===== src/rtl/switch_arbiter.sv =====
// Central output arbiter: one round-robin arbiter per output port, a registered one-cycle grant,
// mux select/valid aligned to the FIFO read latency, and per-output grant counters.
module switch_arbiter #(
    parameter int unsigned NUM_PORTS  = 4,
    parameter int unsigned ADDR_WIDTH = 4,
    parameter int unsigned SEL_W      = 2,
    parameter int unsigned RD_LATENCY = 1,
    parameter int unsigned CNT_W      = 16
) (
    input  logic                            clk,
    input  logic                            rst_n,
    input  logic [NUM_PORTS-1:0]            port_req,
    input  logic [NUM_PORTS*ADDR_WIDTH-1:0] pkt_dst,
    input  logic [NUM_PORTS-1:0]            out_en,
    output logic [NUM_PORTS-1:0]            grant,
    output logic [NUM_PORTS*SEL_W-1:0]      out_sel,
    output logic [NUM_PORTS-1:0]            out_valid,
    output logic [NUM_PORTS-1:0]            dst_err,
    output logic [NUM_PORTS*CNT_W-1:0]      grant_cnt
);

    logic [NUM_PORTS-1:0]                        tgt_vld;
    logic [NUM_PORTS-1:0][SEL_W-1:0]             tgt;
    logic [NUM_PORTS-1:0]                        eff_req;
    logic [NUM_PORTS-1:0]                        win_vld;
    logic [NUM_PORTS-1:0][SEL_W-1:0]             win_idx;
    logic [NUM_PORTS-1:0]                        grant_d;

    logic [NUM_PORTS-1:0]                        grant_q;
    logic [NUM_PORTS-1:0]                        dst_err_q;
    logic [NUM_PORTS-1:0][SEL_W-1:0]             rr_ptr_q;
    logic [NUM_PORTS-1:0][CNT_W-1:0]             cnt_q;
    logic [NUM_PORTS-1:0]                        gvld_q;
    logic [NUM_PORTS-1:0][SEL_W-1:0]             gsel_q;

    logic [RD_LATENCY-1:0][NUM_PORTS-1:0]            pipe_vld_q;
    logic [RD_LATENCY-1:0][NUM_PORTS-1:0][SEL_W-1:0] pipe_sel_q;
    logic [RD_LATENCY-1:0][NUM_PORTS-1:0]            vld_chain;
    logic [RD_LATENCY-1:0][NUM_PORTS-1:0][SEL_W-1:0] sel_chain;

    // Target output is the lowest set destination bit; bits above NUM_PORTS-1 are ignored.
    always_comb begin
        tgt_vld = '0;
        tgt     = '0;
        for (int i = 0; i < NUM_PORTS; i++) begin
            for (int j = NUM_PORTS - 1; j >= 0; j--) begin
                if (pkt_dst[i*ADDR_WIDTH + j]) begin
                    tgt_vld[i] = 1'b1;
                    tgt[i]     = SEL_W'(j);
                end
            end
        end
    end

    // A port is masked while its grant is high because its request has not dropped yet.
    always_comb begin
        int unsigned idx;
        idx     = 0;
        eff_req = port_req & ~grant_q;
        win_vld = '0;
        win_idx = '0;
        grant_d = '0;
        for (int o = 0; o < NUM_PORTS; o++) begin
            if (out_en[o]) begin
                for (int k = 0; k < NUM_PORTS; k++) begin
                    idx = (int'(rr_ptr_q[o]) + k) % NUM_PORTS;
                    if (!win_vld[o] && eff_req[idx] && tgt_vld[idx] && (tgt[idx] == SEL_W'(o)))
                    begin
                        win_vld[o] = 1'b1;
                        win_idx[o] = SEL_W'(idx);
                    end
                end
            end
        end
        for (int o = 0; o < NUM_PORTS; o++) begin
            for (int i = 0; i < NUM_PORTS; i++) begin
                if (win_vld[o] && (win_idx[o] == SEL_W'(i))) begin
                    grant_d[i] = 1'b1;
                end
            end
        end
    end

    always_ff @(posedge clk or negedge rst_n) begin
        if (!rst_n) begin
            grant_q   <= '0;
            dst_err_q <= '0;
            rr_ptr_q  <= '0;
            cnt_q     <= '0;
            gvld_q    <= '0;
            gsel_q    <= '0;
        end else begin
            grant_q   <= grant_d;
            dst_err_q <= port_req & ~tgt_vld;
            gvld_q    <= win_vld;
            gsel_q    <= win_idx;
            for (int o = 0; o < NUM_PORTS; o++) begin
                if (win_vld[o]) begin
                    rr_ptr_q[o] <= SEL_W'((int'(win_idx[o]) + 1) % NUM_PORTS);
                    cnt_q[o]    <= cnt_q[o] + CNT_W'(1);
                end
            end
        end
    end

    // Stage 0 is fed from the grant-aligned registers; each later stage from its predecessor.
    always_comb begin
        vld_chain = '0;
        sel_chain = '0;
        for (int k = 0; k < RD_LATENCY; k++) begin
            if (k == 0) begin
                vld_chain[k] = gvld_q;
                sel_chain[k] = gsel_q;
            end else begin
                vld_chain[k] = pipe_vld_q[k-1];
                sel_chain[k] = pipe_sel_q[k-1];
            end
        end
    end

    // Selects load only alongside a valid so out_sel holds its last value when idle.
    always_ff @(posedge clk or negedge rst_n) begin
        if (!rst_n) begin
            pipe_vld_q <= '0;
            pipe_sel_q <= '0;
        end else begin
            for (int k = 0; k < RD_LATENCY; k++) begin
                pipe_vld_q[k] <= vld_chain[k];
                for (int o = 0; o < NUM_PORTS; o++) begin
                    if (vld_chain[k][o]) begin
                        pipe_sel_q[k][o] <= sel_chain[k][o];
                    end
                end
            end
        end
    end

    assign grant     = grant_q;
    assign dst_err   = dst_err_q;
    assign grant_cnt = cnt_q;
    assign out_valid = pipe_vld_q[RD_LATENCY-1];
    assign out_sel   = pipe_sel_q[RD_LATENCY-1];

endmodule


===== config.mk =====
export PLATFORM = sky130hd
export DESIGN_NAME = switch_arbiter
export DESIGN_NICKNAME = d
export VERILOG_FILES = /design/src/rtl/switch_arbiter.sv
export SDC_FILE = /design/constraint.sdc
export NUM_CORES = 1
export LEC_CHECK = 0
export CAP_MARGIN = 20
export CORE_AREA = 2 2 106 108
export CTS_BUF_LIST = sky130_fd_sc_hd__clkbuf_16
export DETAILED_ROUTE_END_ITERATION = 10
export DIE_AREA = 0 0 108 110
export DONT_BUFFER_PORTS = 1
export GPL_ROUTABILITY_DRIVEN = 0
export SLEW_MARGIN = 5
export SYNTH_ARGS = -nofsm -noshare
export SYNTH_HDL_FRONTEND = slang
export SYNTH_SLANG_ARGS = --single-unit

===== constraint.sdc =====
create_clock -name clk -period 3.8 [get_ports clk]
set_clock_uncertainty 0.1 [all_clocks]
set_input_delay 0.76 -clock clk [delete_from_list [all_inputs] [get_ports clk]]
set_output_delay 0.76 -clock clk [all_outputs]
set_load 0.01 [all_outputs]

# [Word-level counts from Yosys, hierarchy flattened]
# Cells that the tools add are included.
[classes] reduce_logical=80 n_mux=196 eq_ne=24 bitwise_logic=4 addsub=20 order_cmp=16
[ops] operator="$mux W2" count=52
[ops] operator="$mux W1" count=96
[ops] operator="$add A16 B1 Y16 const B" count=4
[ops] operator="$bmux W1 S2" count=32
[ops] operator="$bmux W2 S2" count=16
[ops] operator="$logic_and A1 B1 Y1" count=60
[ops] operator="$lt A2 B3 Y1 const B" count=16
[ops] operator="$eq A2 B2 Y1 const B" count=16
[ops] operator="$add A2 B1 Y2 const B" count=8
[ops] operator="$add A2 B2 Y2 const B" count=8
[ops] operator="$eq A2 B1 Y1 const B" count=8
[ops] operator="$logic_not A2 Y1" count=8
[ops] operator="$logic_not A1 Y1" count=12
[ops] operator="$and A4 B4 Y4" count=2
[ops] operator="$not A4 Y4" count=2
[totals] output_inout_bits=84 inputBits=26 ff_bits=104

# [Longest topological paths before layout]
# Gate-level depths: netlist of run 1.
[logic_depth] depth_word=34 mapped_depth=9 mapped_depth_nobuf=8

# [Worst setup path after synthesis of run 1]
# Ideal clock, no wire load.
[synth_path] path_type="input-to-reg" start="input port pkt_dst[9]" end="register grant_q[0] (netlist: grant[0])" arrival_ns=2.532 stages=8 path_buffers=1 path_slack_ns=1.040 path_cell_list="nor4bb_1 clkbuf_1 a22oi_1 o221a_2 or3_1 ha_1 a222oi_1 nand2_1"
[synth_via] elab_chain_cells=32
[synth_lines] item="from (decl)" line="13" source="input logic [NUM_PORTS*ADDR_WIDTH-1:0] pkt_dst,"
[synth_lines] item="$mux W2 / $mux W1 (equally long branches) (2 in series)" line="47" source="if (pkt_dst[i*ADDR_WIDTH + j]) begin"
[synth_lines] item="$bmux W2 S2 / $bmux W1 S2 (equally long branches)" line="67" source="if (!win_vld[o] && eff_req[idx] && tgt_vld[idx] && (tgt[idx] == SEL_W'(o)))"
[synth_lines] item="$mux W2 (implied by the code) / $mux W1 (equally long branches)" line="67"
[synth_lines] item="$logic_not A2 Y1 / $logic_and A1 B1 Y1 (equally long branches)" line="67"
[synth_lines] item="$logic_and A1 B1 Y1" line="67"
[synth_lines] item="$mux W1" line="67"
[synth_lines] item="$mux W1" line="64" source="if (out_en[o]) begin"
[synth_lines] item="$logic_not A1 Y1" line="67"
[synth_lines] item="[... 12 more ...]"
[synth_lines] item="$logic_and A1 B1 Y1 (3 in series)" line="67"
[synth_lines] item="$mux W2" line="67"
[synth_lines] item="$mux W2" line="64"
[synth_lines] item="$logic_not A2 Y1" line="77" source="if (win_vld[o] && (win_idx[o] == SEL_W'(i))) begin"
[synth_lines] item="$logic_and A1 B1 Y1" line="77"
[synth_lines] item="$mux W1 (3 in series)" line="77"
[synth_lines] item="$mux W1 (*)" line="77"
[synth_lines] item="net grant_d[0]" line="27" source="logic [NUM_PORTS-1:0] grant_d;"
[synth_lines] item="to (signal assigned)" line="93" source="grant_q <= grant_d;"
[synth_lines] item="to (decl)" line="29" source="logic [NUM_PORTS-1:0] grant_q;"
# Mark *: on every way through the listed nets, which the timed path passes. The rest lies on a longest branch. The select of a mux whose other input is x is not followed.
# A chain may end at the register's enable or synchronous reset.

==> reports/qor.txt, run 1 <==
Post-synthesis mux area share - 2.596%
Starting Density - 48.67%
CTS Root Cell - clkbuf_16
Post-synthesis adder-cell area fraction - 4.807%
Worst path slowest cell - dfrtp_1
Worst min path class - in2async
Critical Path, Cell by Cell - nor4b_4, nand2_1, a221oi_1, nor3_1, ha_1, a222oi_1, nand2_1
Clock-pin slew on the worst setup and hold paths - 70 ps
Peak supply drop - 0.2601 mV
Drt initial violations - 208
Final hold vios - 0
Vias in the first global route - 3,686
Cell depth of the worst setup path - 7
Area share of the largest cell type after synthesis - 49.99%
Syn_nets - 514
Worst Path Arrival - 2920 ps
Port bufs - 0
Initial antenna violation count - 0
Syn_area_per_cell - 11.12 um^2
GRT overflow - 0
DIE AREA - 0.01188 mm^2
Outcome - finished clean
Core ar. - 0.01070 mm^2
Most common cell in the netlist - dfrtp_1
Setup repair bufs after CTS - 0
Post-route ant nets - 0
Combinational family with the most area after synthesis - simple AND/OR/NAND/NOR gates
Worst Path Buf+Inv - 0
PD cells - 524.7 mW/mm^2
CTS Buf Count - 9
Reg2reg setup slack - 1000 ps
Primary FF master, synth - dfrtp_1
Worst reg2reg path endpoint - grant[3]
Drt total wl - 11,600 um
Final worst path period need - 2800 ps
Setup crit end kind - flop
Max incr delay on CP - 510 ps
Number of max-cap violations - 0
Row cnt - 38
Post-synthesis compound-gate area fraction - 8.580%
1st-pass router iterations - 4
Area leader, netlist - dfrtp_1
Post-DP HPWL - 8347 um
H-tree Lvls - 3
Synth Area in Simple Gates - 21.39%
Yosys cell types - 61
CTS tree - yes
Leakage power - 2.567 nW
Seq/Total Area, Yosys - 49.99%
Critical-path maximum fanout - 7
Cell Area, Synth - 0.005206 mm^2
Worst R2R Path Depth - 7
Routed len/inst - 18.73 um
RSZ-0062 raised after global routing - false
Slew headroom - 40.40%
Antenna diode count - 0
Commonest cells post-synth - dfrtp_1, nand2_1, xnor2_1
CP Class - reg2reg
Launch point of the worst reg-to-reg path - grant[0]
Die W - 108 um
Die H - 110 um
Final Max Tran Viols - 0
CTS max path bufs - 2
Crit start category - flop
Post-synthesis xor/xnor area fraction - 10.09%
DRC - 0
Cell count after synthesis - 468
Post-synth ARST share - 100.0%
Dpl ws - 808.5 ps
#FFs+latches synth - 104
Yosys warns - 0
First-pass GRT wire length - 18,620 um
I/O Pins - 110
Critical Path RT - 3920 ps
Vias/cell - 5.851
Setup ws final - 1000 ps
Worst-skew pair later-pin latency - 340 ps
Setup TNS - 0 ps
Area growth from synthesis to layout - 8.363%
Delay-heaviest family, CP - simple AND/OR/NAND/NOR gates
Max Freq - 357.2 MHz
Total GRT Usage - 20.29%
Layout cells sized above 1 - 8.142%
Worst path most repeated cell - nand2_1
Worst-Margin Slew - 891.1 ps
Nets - 520
Final period utilization - 73.68%
# setup viols final - 0
Post-synth EDFFs - 0
Clk sink count - 104
Ranking of synthesized cells by area - dfrtp_1, xnor2_1, ha_1, nand2_1, mux2_2
Vias after detailed routing - 3,622
Pin count of the biggest net entering global routing - 105
how the worst max path moves through the flow:
stage | from | end | slack (ps)
finish | grant[0] | grant[3] | 1000
global route | grant[0] | grant[3] | 720
CTS | grant[0] | grant[3] | 1000
detailed placement | pkt_dst[9] | grant[0] | 810
global placement | pkt_dst[9] | grant[1] | 860
floorplan | pkt_dst[9] | grant[0] | 1040
power breakdown:
group          total (mW)  switching, mW  internal (mW)
Sequential           1.58          0.291           1.29
Clock               0.887          0.388          0.499
Combinational       0.492          0.261          0.231
Total                2.96          0.940           2.02
flip-flops by register name (all words and copies together), names as in the netlist:
register / count
gvld_q: 4
grant_cnt: 64
grant: 4
gsel_q: 8
out_sel: 8
dst_err: 4
rr_ptr_q: 8
out_valid: 4
layout by cell type (no fill, tap or decap), types with 4 or more instances in the layout:
cell type,count
nand3_1,26
and4_1,9
o21ai_0,10
and3b_1,5
clkbuf_16,9
dfrtp_1,104
and2_1,5
nand2_1,47
ha_1,20
nor3_1,11
a31oi_1,4
mux2_2,12
and3_1,17
inv_1,15
a222oi_1,4
nor2_1,23
xor2_1,13
xnor2_1,47
nand4_1,16
nand3b_1,6
a21oi_1,8
per-layer routing:
metal	track usage, %	up-vias	part of all wire, %
met5	0	-	0
met4	8.333	0	2.2
met3	5.115	18	6.9
met2	34.23	119	49
met1	25.00	1791	42
li1	-	1694	-
cell families after synthesis:
| logic type | Yosys count |
|---|---|
| simple gates | 191 |
| flops | 104 |
| xor+xnor | 60 |
| compound gates | 57 |
| buf+inv | 24 |
| fa+ha+maj | 20 |
| mux | 12 |
per-stage QoR:
step | power [mW] | cells | hold slack [ps] | utilization [%] | area [um^2]
floorplan | 1.928 | 468 | 290.0 | - | 5206
global placement | 2.048 | 600 | 303.4 | 49.73 | 5320
detailed placement | 2.082 | 600 | 305.6 | 49.73 | 5320
CTS | 2.979 | 617 | 0.4204 | 52.46 | 5612
global route | 3.142 | 619 | 1.733 | 52.74 | 5642
finish | 2.960 | 619 | 18.58 | 52.74 | 5642
layout make-up:
type / count / area [um^2]
Inverter: 13 / 48.80
Multi-Input combinational cell: 340 / 2471
Timing Repair Buffer: 6 / 62.56
Tap cell: 140 / 175.2
Fill cell: 969 / 5056
Clock buffer: 9 / 225.2
Clock inverter: 7 / 56.30
Sequential cell: 104 / 2603
repair_timing:
| item | CTS | global route |
|---|---|---|
| gates resized for setup | 0 | 0 |
| hold buffers | 1 | 2 |
| hold endpoints to repair | 1 | 26 |
Note: power is estimated with default switching activity, not from simulation.
==> run 2, diff against run 1 <==
==> constraint.sdc (replaced) <==
create_clock -name clk -period 2.6 [get_ports clk]
set_clock_uncertainty 0.1 [all_clocks]
set_input_delay 0.52 -clock clk [delete_from_list [all_inputs] [get_ports clk]]
set_output_delay 0.52 -clock clk [all_outputs]
set_load 0.01 [all_outputs]
==> run 2 against run 1 <==
Compared with the run above: the flow now finishes with violations (negative hold slack); maximum frequency grew 12%; global-route usage shrank 0.49 points; total power up 49%; count of clock-buffer cells in the layout stayed put; combinational power is 62% higher; final cell count is 2.9% higher; hold slack lost 250 ps; non-clock buffer count up 18; setup slack got worse by 890 ps; sequential power increased by 46%.
==> reports/qor.txt, run 2 (synthesis gave the netlist of run 1 again) <==
Comb pwr share - 18.0% (+1.4 points)
Nets - 538 (+3.5%)
Number of max-cap violations - 0 (unchanged)
CTS Buf Count - 9 (unchanged)
Total GRT Usage - 19.80% (-0.49 points)
Storage cell area - 0.002603 mm^2 (unchanged)
Vias/cell - 5.777 (-1.3%)
GRT overflow - 0 (unchanged)
Worst-Margin Slew - 535.5 ps (-355.6 ps)
Dpl ws - -327.0 ps (-1135 ps)
Clk sink count - 104 (unchanged)
Slew headroom - 64.02% (+24 points)
Worst Setup SP - grant[2]
Vias in the first global route - 3,755 (+1.9%)
Final hold slack - -229.6 ps (-248.2 ps)
Drt total wl - 11,330 um (-2.3%)
Non-filler cells, final - 637 (+2.9%)
CTS Root Cell - clkbuf_16
DIE AREA - 0.01188 mm^2 (unchanged)
DP Area - 0.005453 mm^2 (+2.5%)
Drt initial violations - 270 (+30%)
First-pass GRT wire length - 18,310 um (-1.7%)
Layout cells sized above 1 - 14.49% (+6.3 points)
CTS max path bufs - 2 (unchanged)
Internal power - 3.023 mW (+50%)
Worst Path Arrival - 2610 ps (-310 ps)
Worst-skew pair later-pin latency - 340 ps (about the same)
Max reg flops - 64 (unchanged)
Die H - 110 um (unchanged)
Most frequent cells in the layout - dfrtp_1, xnor2_1, nand2_1
# placed instances - 616 (+2.7%)
Leakage power - 2.668 nW (+3.9%)
Fin area - 0.005843 mm^2 (+3.6%)
Final Max Tran Viols - 0 (unchanged)
Failing checks - negative hold slack
RSZ-0062 raised after global routing - true
Peak supply drop - 0.3301 mV (+27%)
I/O Pins - 110 (unchanged)
Max Freq - 401.2 MHz (+12%)
Initial antenna violation count - 0 (unchanged)
Sw Share - 31.68% (-0.069 points)
Pin count of the biggest net entering global routing - 105 (unchanged)
Area growth from synthesis to layout - 12.23%
1st-pass router iterations - 4 (unchanged)
Multi-input logic area - 0.002527 mm^2 (+2.3%)
Outcome - complete, but fails checks
Final worst path period need - 2492 ps (-307.3 ps)
# setup viols final - 0 (unchanged)
CTS tree - yes
Flop pwr share - 52.0% (-1.4 points)
Total Power - 4.424 mW (+49%)
Post-DP HPWL - 8226 um (-1.4%)
Filler instances - 974 (+0.52%)
Crit start category - flop
Clock-pin slew on the worst setup and hold paths - 70 ps (about the same)
Row cnt - 38 (unchanged)
Routed len/inst - 17.79 um (-5.0%)
Setup crit end kind - flop
Post-route ant nets - 0 (unchanged)
H-tree Lvls - 3 (unchanged)
Launch point of the worst reg-to-reg path - grant[2]
Final period utilization - 95.86% (+22 points)
CP Class - reg2reg
Vias after detailed routing - 3,680 (+1.6%)
Final hold vios - 104 (+104)
Antenna diode count - 0 (unchanged)
Commonest non-fill, non-tap cell in the layout - dfrtp_1
Critical Path RT - 2710 ps (-1210 ps)
Setup ws final - 107.6 ps (-892.7 ps)
Sw Pwr - 1.402 mW (+49%)
Critical-path maximum fanout - 7 (unchanged)
Die W - 108 um (unchanged)
Starting Density - 48.67% (unchanged)
Clock group share of total power - 30.0% (about the same)
Worst min path class - in2async
Core ar. - 0.01070 mm^2 (unchanged)
DRC - 0 (unchanged)
PD cells - 757.2 mW/mm^2 (+44%)
Port bufs - 0 (unchanged)
[run 2: cell count changes in the layout (fill, tap and decap cells not counted), moves of 2 or more]
cell and change:
o21ai_1 +3, dlygate4sd3_1 -2, o21ai_0 -3, inv_1 -3, buf_4 +20
[run 2: power groups by stage]
stage / sequential, mW / combinational [mW] / clock, mW
final: 2.30 / 0.795 / 1.33
after floorplan: 2.23 / 0.588 / 0
after detailed placement: 2.33 / 0.764 / 0
after global routing: 2.36 / 0.898 / 1.46
after CTS: 2.30 / 0.770 / 1.38
after global placement: 2.31 / 0.736 / 0
[run 2: through the flow]
stage	util (%)	TNS (ps)
finish	54.62	0
detailed placement	50.97	-953.2
global route	54.62	-82.27
CTS	53.94	0
floorplan	-	0
global placement	50.97	-517.6
[run 2: worst max-delay path, stage by stage, from the launching register on]
cell and delay [ps]:
dfrtp_1 430, nor4bb_4 370, buf_12 160, a22oi_1 80, o221a_2 310, or3_4 340, ha_2 170, a222oi_1 320
nand2_1 80
[run 2: what timing repair did]
action | 4_1_cts | 5_1_grt
pin swaps | 0 | 9
setup endpoints to repair | 3 | 6
endpoints found under the hold margin | 104 | 104
resized for setup | 3 | 12
buffers inserted | 0 | 5
cloned | 0 | 0
[run 2: per-layer routing]
| layer | share of wire, % | GRT usage (%) | vias to the layer above |
|---|---|---|---|
| li1 | - | - | 1742 |
| met4 | 2.6 | 8.608 | 0 |
| met1 | 43 | 25.74 | 1785 |
| met5 | 0 | 0 | - |
| met3 | 7.9 | 6.467 | 23 |
| met2 | 47 | 30.46 | 130 |
[run 2: path summary, 6_finish.rpt]
kind / endpoint / depth (start not counted) / slack (ps)
hold reg to reg: out_valid[2] / 0 / 320
max in group asynchronous: rr_ptr_q[3] / 0 / 2390
min in group clk: dst_err[0] / 1 / 150
hold / removal: grant_cnt[24] / 0 / -230
setup / recovery: grant[0] / 8 / 110
setup reg to reg: grant[0] / 8 / 110
[run 2: layout make-up]
cell class              instances  area share, %
repair buffers                 24          3.298
well taps                     140          2.998
clock buffers                   9          3.854
inverters                      13         0.8351
multi-input cells             340          43.25
clock inverters                 7          1.221
flip-flops and latches        104          44.54
==> run 3, diff against run 2 <==
--- a/config.mk
+++ b/config.mk
@@ -16,3 +16,4 @@
 export SYNTH_ARGS = -nofsm -noshare
 export SYNTH_HDL_FRONTEND = slang
 export SYNTH_SLANG_ARGS = --single-unit
+export TNS_END_PERCENT = 20
==> run 3 against run 2 <==
Compared with the run above: the flow still finishes with violations (negative hold slack); critical path depth is the same; highest routed layer unchanged; wire length grew 0.12%; count of clock-buffer cells in the layout is the same; hold slack lost 1.1 ps; sequential power is essentially flat; first-iteration DRC count is the same; critical path type unchanged; via count grew 0.52%; die area is the same; non-clock buffer count is the same; total power is essentially flat; cell area is the same; final cell count is the same.
==> reports/qor.txt, run 3 (synthesis gave the netlist of run 1 again) <==
Max reg flops - 64 (unchanged)
Crit start category - flop
Sw Pwr - 1.401 mW (about the same)
Pin count of the biggest net entering global routing - 105 (unchanged)
CTS Root Cell - clkbuf_16
Critical-path maximum fanout - 7 (unchanged)
Number of max-cap violations - 0 (unchanged)
Filler instances - 974 (unchanged)
Starting Density - 48.67% (unchanged)
First-pass GRT wire length - 18,310 um (unchanged)
CTS Buf Count - 9 (unchanged)
CTS max path bufs - 2 (unchanged)
Top sig layer - met4
Die H - 110 um (unchanged)
1st-pass router iterations - 4 (unchanged)
Clock-pin slew on the worst setup and hold paths - 70 ps (about the same)
Routed len/inst - 17.81 um (+0.12%)
Setup ws final - 108.4 ps (+0.7270 ps)
I/O Pins - 110 (unchanged)
Final hold slack - -230.8 ps (-1.105 ps)
Clock group share of total power - 30.0% (about the same)
Met3 Wirelength - 896 um (+0.34%)
Final core occ - 54.62% (unchanged)
Area growth from synthesis to layout - 12.23% (unchanged)
Worst min path class - in2async
DIE AREA - 0.01188 mm^2 (unchanged)
WL met2 - 5329 um (+0.79%)
# placed instances - 616 (unchanged)
Comb pwr share - 18.0% (about the same)
Worst-skew pair later-pin latency - 340 ps (about the same)
Final worst path period need - 2492 ps (-0.7270 ps)
Dpl ws - -327.0 ps (unchanged)
Vias after detailed routing - 3,699 (+0.52%)
Final period utilization - 95.83% (about the same)
Slew headroom - 64.21% (+0.18 points)
Final Max Tran Viols - 0 (unchanged)
Core ar. - 0.01070 mm^2 (unchanged)
Outcome - complete, but fails checks
Launch point of the worst reg-to-reg path - grant[2]
Drt total wl - 11,340 um (+0.12%)
Sw Share - 31.67% (about the same)
Most frequent cells in the layout - dfrtp_1, xnor2_1, nand2_1
Total GRT Usage - 19.80% (unchanged)
Worst reg2reg path endpoint - grant[0]
Setup crit end kind - flop
Row cnt - 38 (unchanged)
PD cells - 757.1 mW/mm^2 (about the same)
Nets - 538 (unchanged)
Die W - 108 um (unchanged)
GRT overflow - 0 (unchanged)
Initial antenna violation count - 0 (unchanged)
Worst R2R Path Depth - 8 (unchanged)
Drt initial violations - 270 (unchanged)
Leakage power - 2.668 nW (unchanged)
RSZ-0062 raised after global routing - true
Flop pwr share - 52.0% (about the same)
Peak supply drop - 0.3302 mV (about the same)
Worst-Margin Slew - 532.8 ps (-2.715 ps)
H-tree Lvls - 3 (unchanged)
Worst Path Arrival - 2610 ps (about the same)
Final hold vios - 104 (unchanged)
Vias in the first global route - 3,755 (unchanged)
DRC - 0 (unchanged)
CTS tree - yes
Critical Path RT - 2710 ps (about the same)
Antenna diode count - 0 (unchanged)
Port bufs - 0 (unchanged)
Internal power - 3.023 mW (about the same)
Post-DP HPWL - 8226 um (unchanged)
Failing checks - negative hold slack
Clk sink count - 104 (unchanged)
CP Class - reg2reg
Post-route ant nets - 0 (unchanged)
Max Freq - 401.3 MHz (about the same)
Vias/cell - 5.807 (+0.52%)
Commonest non-fill, non-tap cell in the layout - dfrtp_1
# setup viols final - 0 (unchanged)
Reg2reg setup slack - 110 ps (about the same)
Non-filler cells, final - 637 (unchanged)
Total Power - 4.424 mW (about the same)
Layout cells sized above 1 - 14.49% (unchanged)
M1 WL - 4830 um (-0.41%)
run 3: cell counts in the layout (fill, tap and decap cells not counted):
Identical to the previous run, type by type.
run 3: final cells by class:
class | instances | area, um^2 | share of cell area [%]
multi-input combinational | 340 | 2527 | 43.25
timing repair buffer | 24 | 192.7 | 3.298
clock buffer | 9 | 225.2 | 3.854
clock inverter | 7 | 71.32 | 1.221
sequential | 104 | 2603 | 44.54
inverter | 13 | 48.80 | 0.8351
tap | 140 | 175.2 | 2.998
run 3: worst max-delay path by stage:
stage	from	end	slack, ps	cells after the start
final	grant[2]	grant[0]	110	8
after global routing	grant[1]	grant[2]	-40	8
after CTS	grant[1]	grant[0]	30	8
after detailed placement	pkt_dst[9]	grant[1]	-330	8
after global placement	pkt_dst[9]	grant[0]	-230	8
after floorplan	pkt_dst[9]	grant[0]	80	8
run 3: metrics by stage:
step           setup TNS [ps]  hold slack (ps)  cell area (um^2)
2_1_floorplan               0            124.4              5206
4_1_cts                     0           -247.6              5771
3_5_place_dp           -953.2            126.5              5453
3_3_place_gp           -517.6            126.6              5453
6_report                    0           -230.8              5843
5_1_grt                -82.27           -256.0              5843
run 3: what timing repair did:
action                                  in CTS  in global routing
endpoints found under the setup margin       3                  6
cloned                                       0                  0
resized for setup                            3                 12
endpoints found under the hold margin      104                104
setup buffers                                0                  5
pin swaps                                    0                  9
run 3: metal layers:
metal,GRT usage (%),vias to the layer above
met5,0,-
met4,8.608,0
met3,6.467,21
met2,30.46,135
met1,25.74,1801
li1,-,1742
run 3: power groups by stage:
stage,registers (mW),logic (mW),clock network (mW)
4_1_cts,2.30,0.770,1.38
5_1_grt,2.36,0.898,1.46
3_5_place_dp,2.33,0.764,0
6_report,2.30,0.795,1.33
3_3_place_gp,2.31,0.736,0
2_1_floorplan,2.23,0.588,0
run 3: worst max-delay path, cell delays in order (launching register included):
cell and delay [ps]:
dfrtp_1 430, nor4bb_4 370, buf_12 160, a22oi_1 80
o221a_2 310, or3_4 340, ha_2 170, a222oi_1 320
nand2_1 80
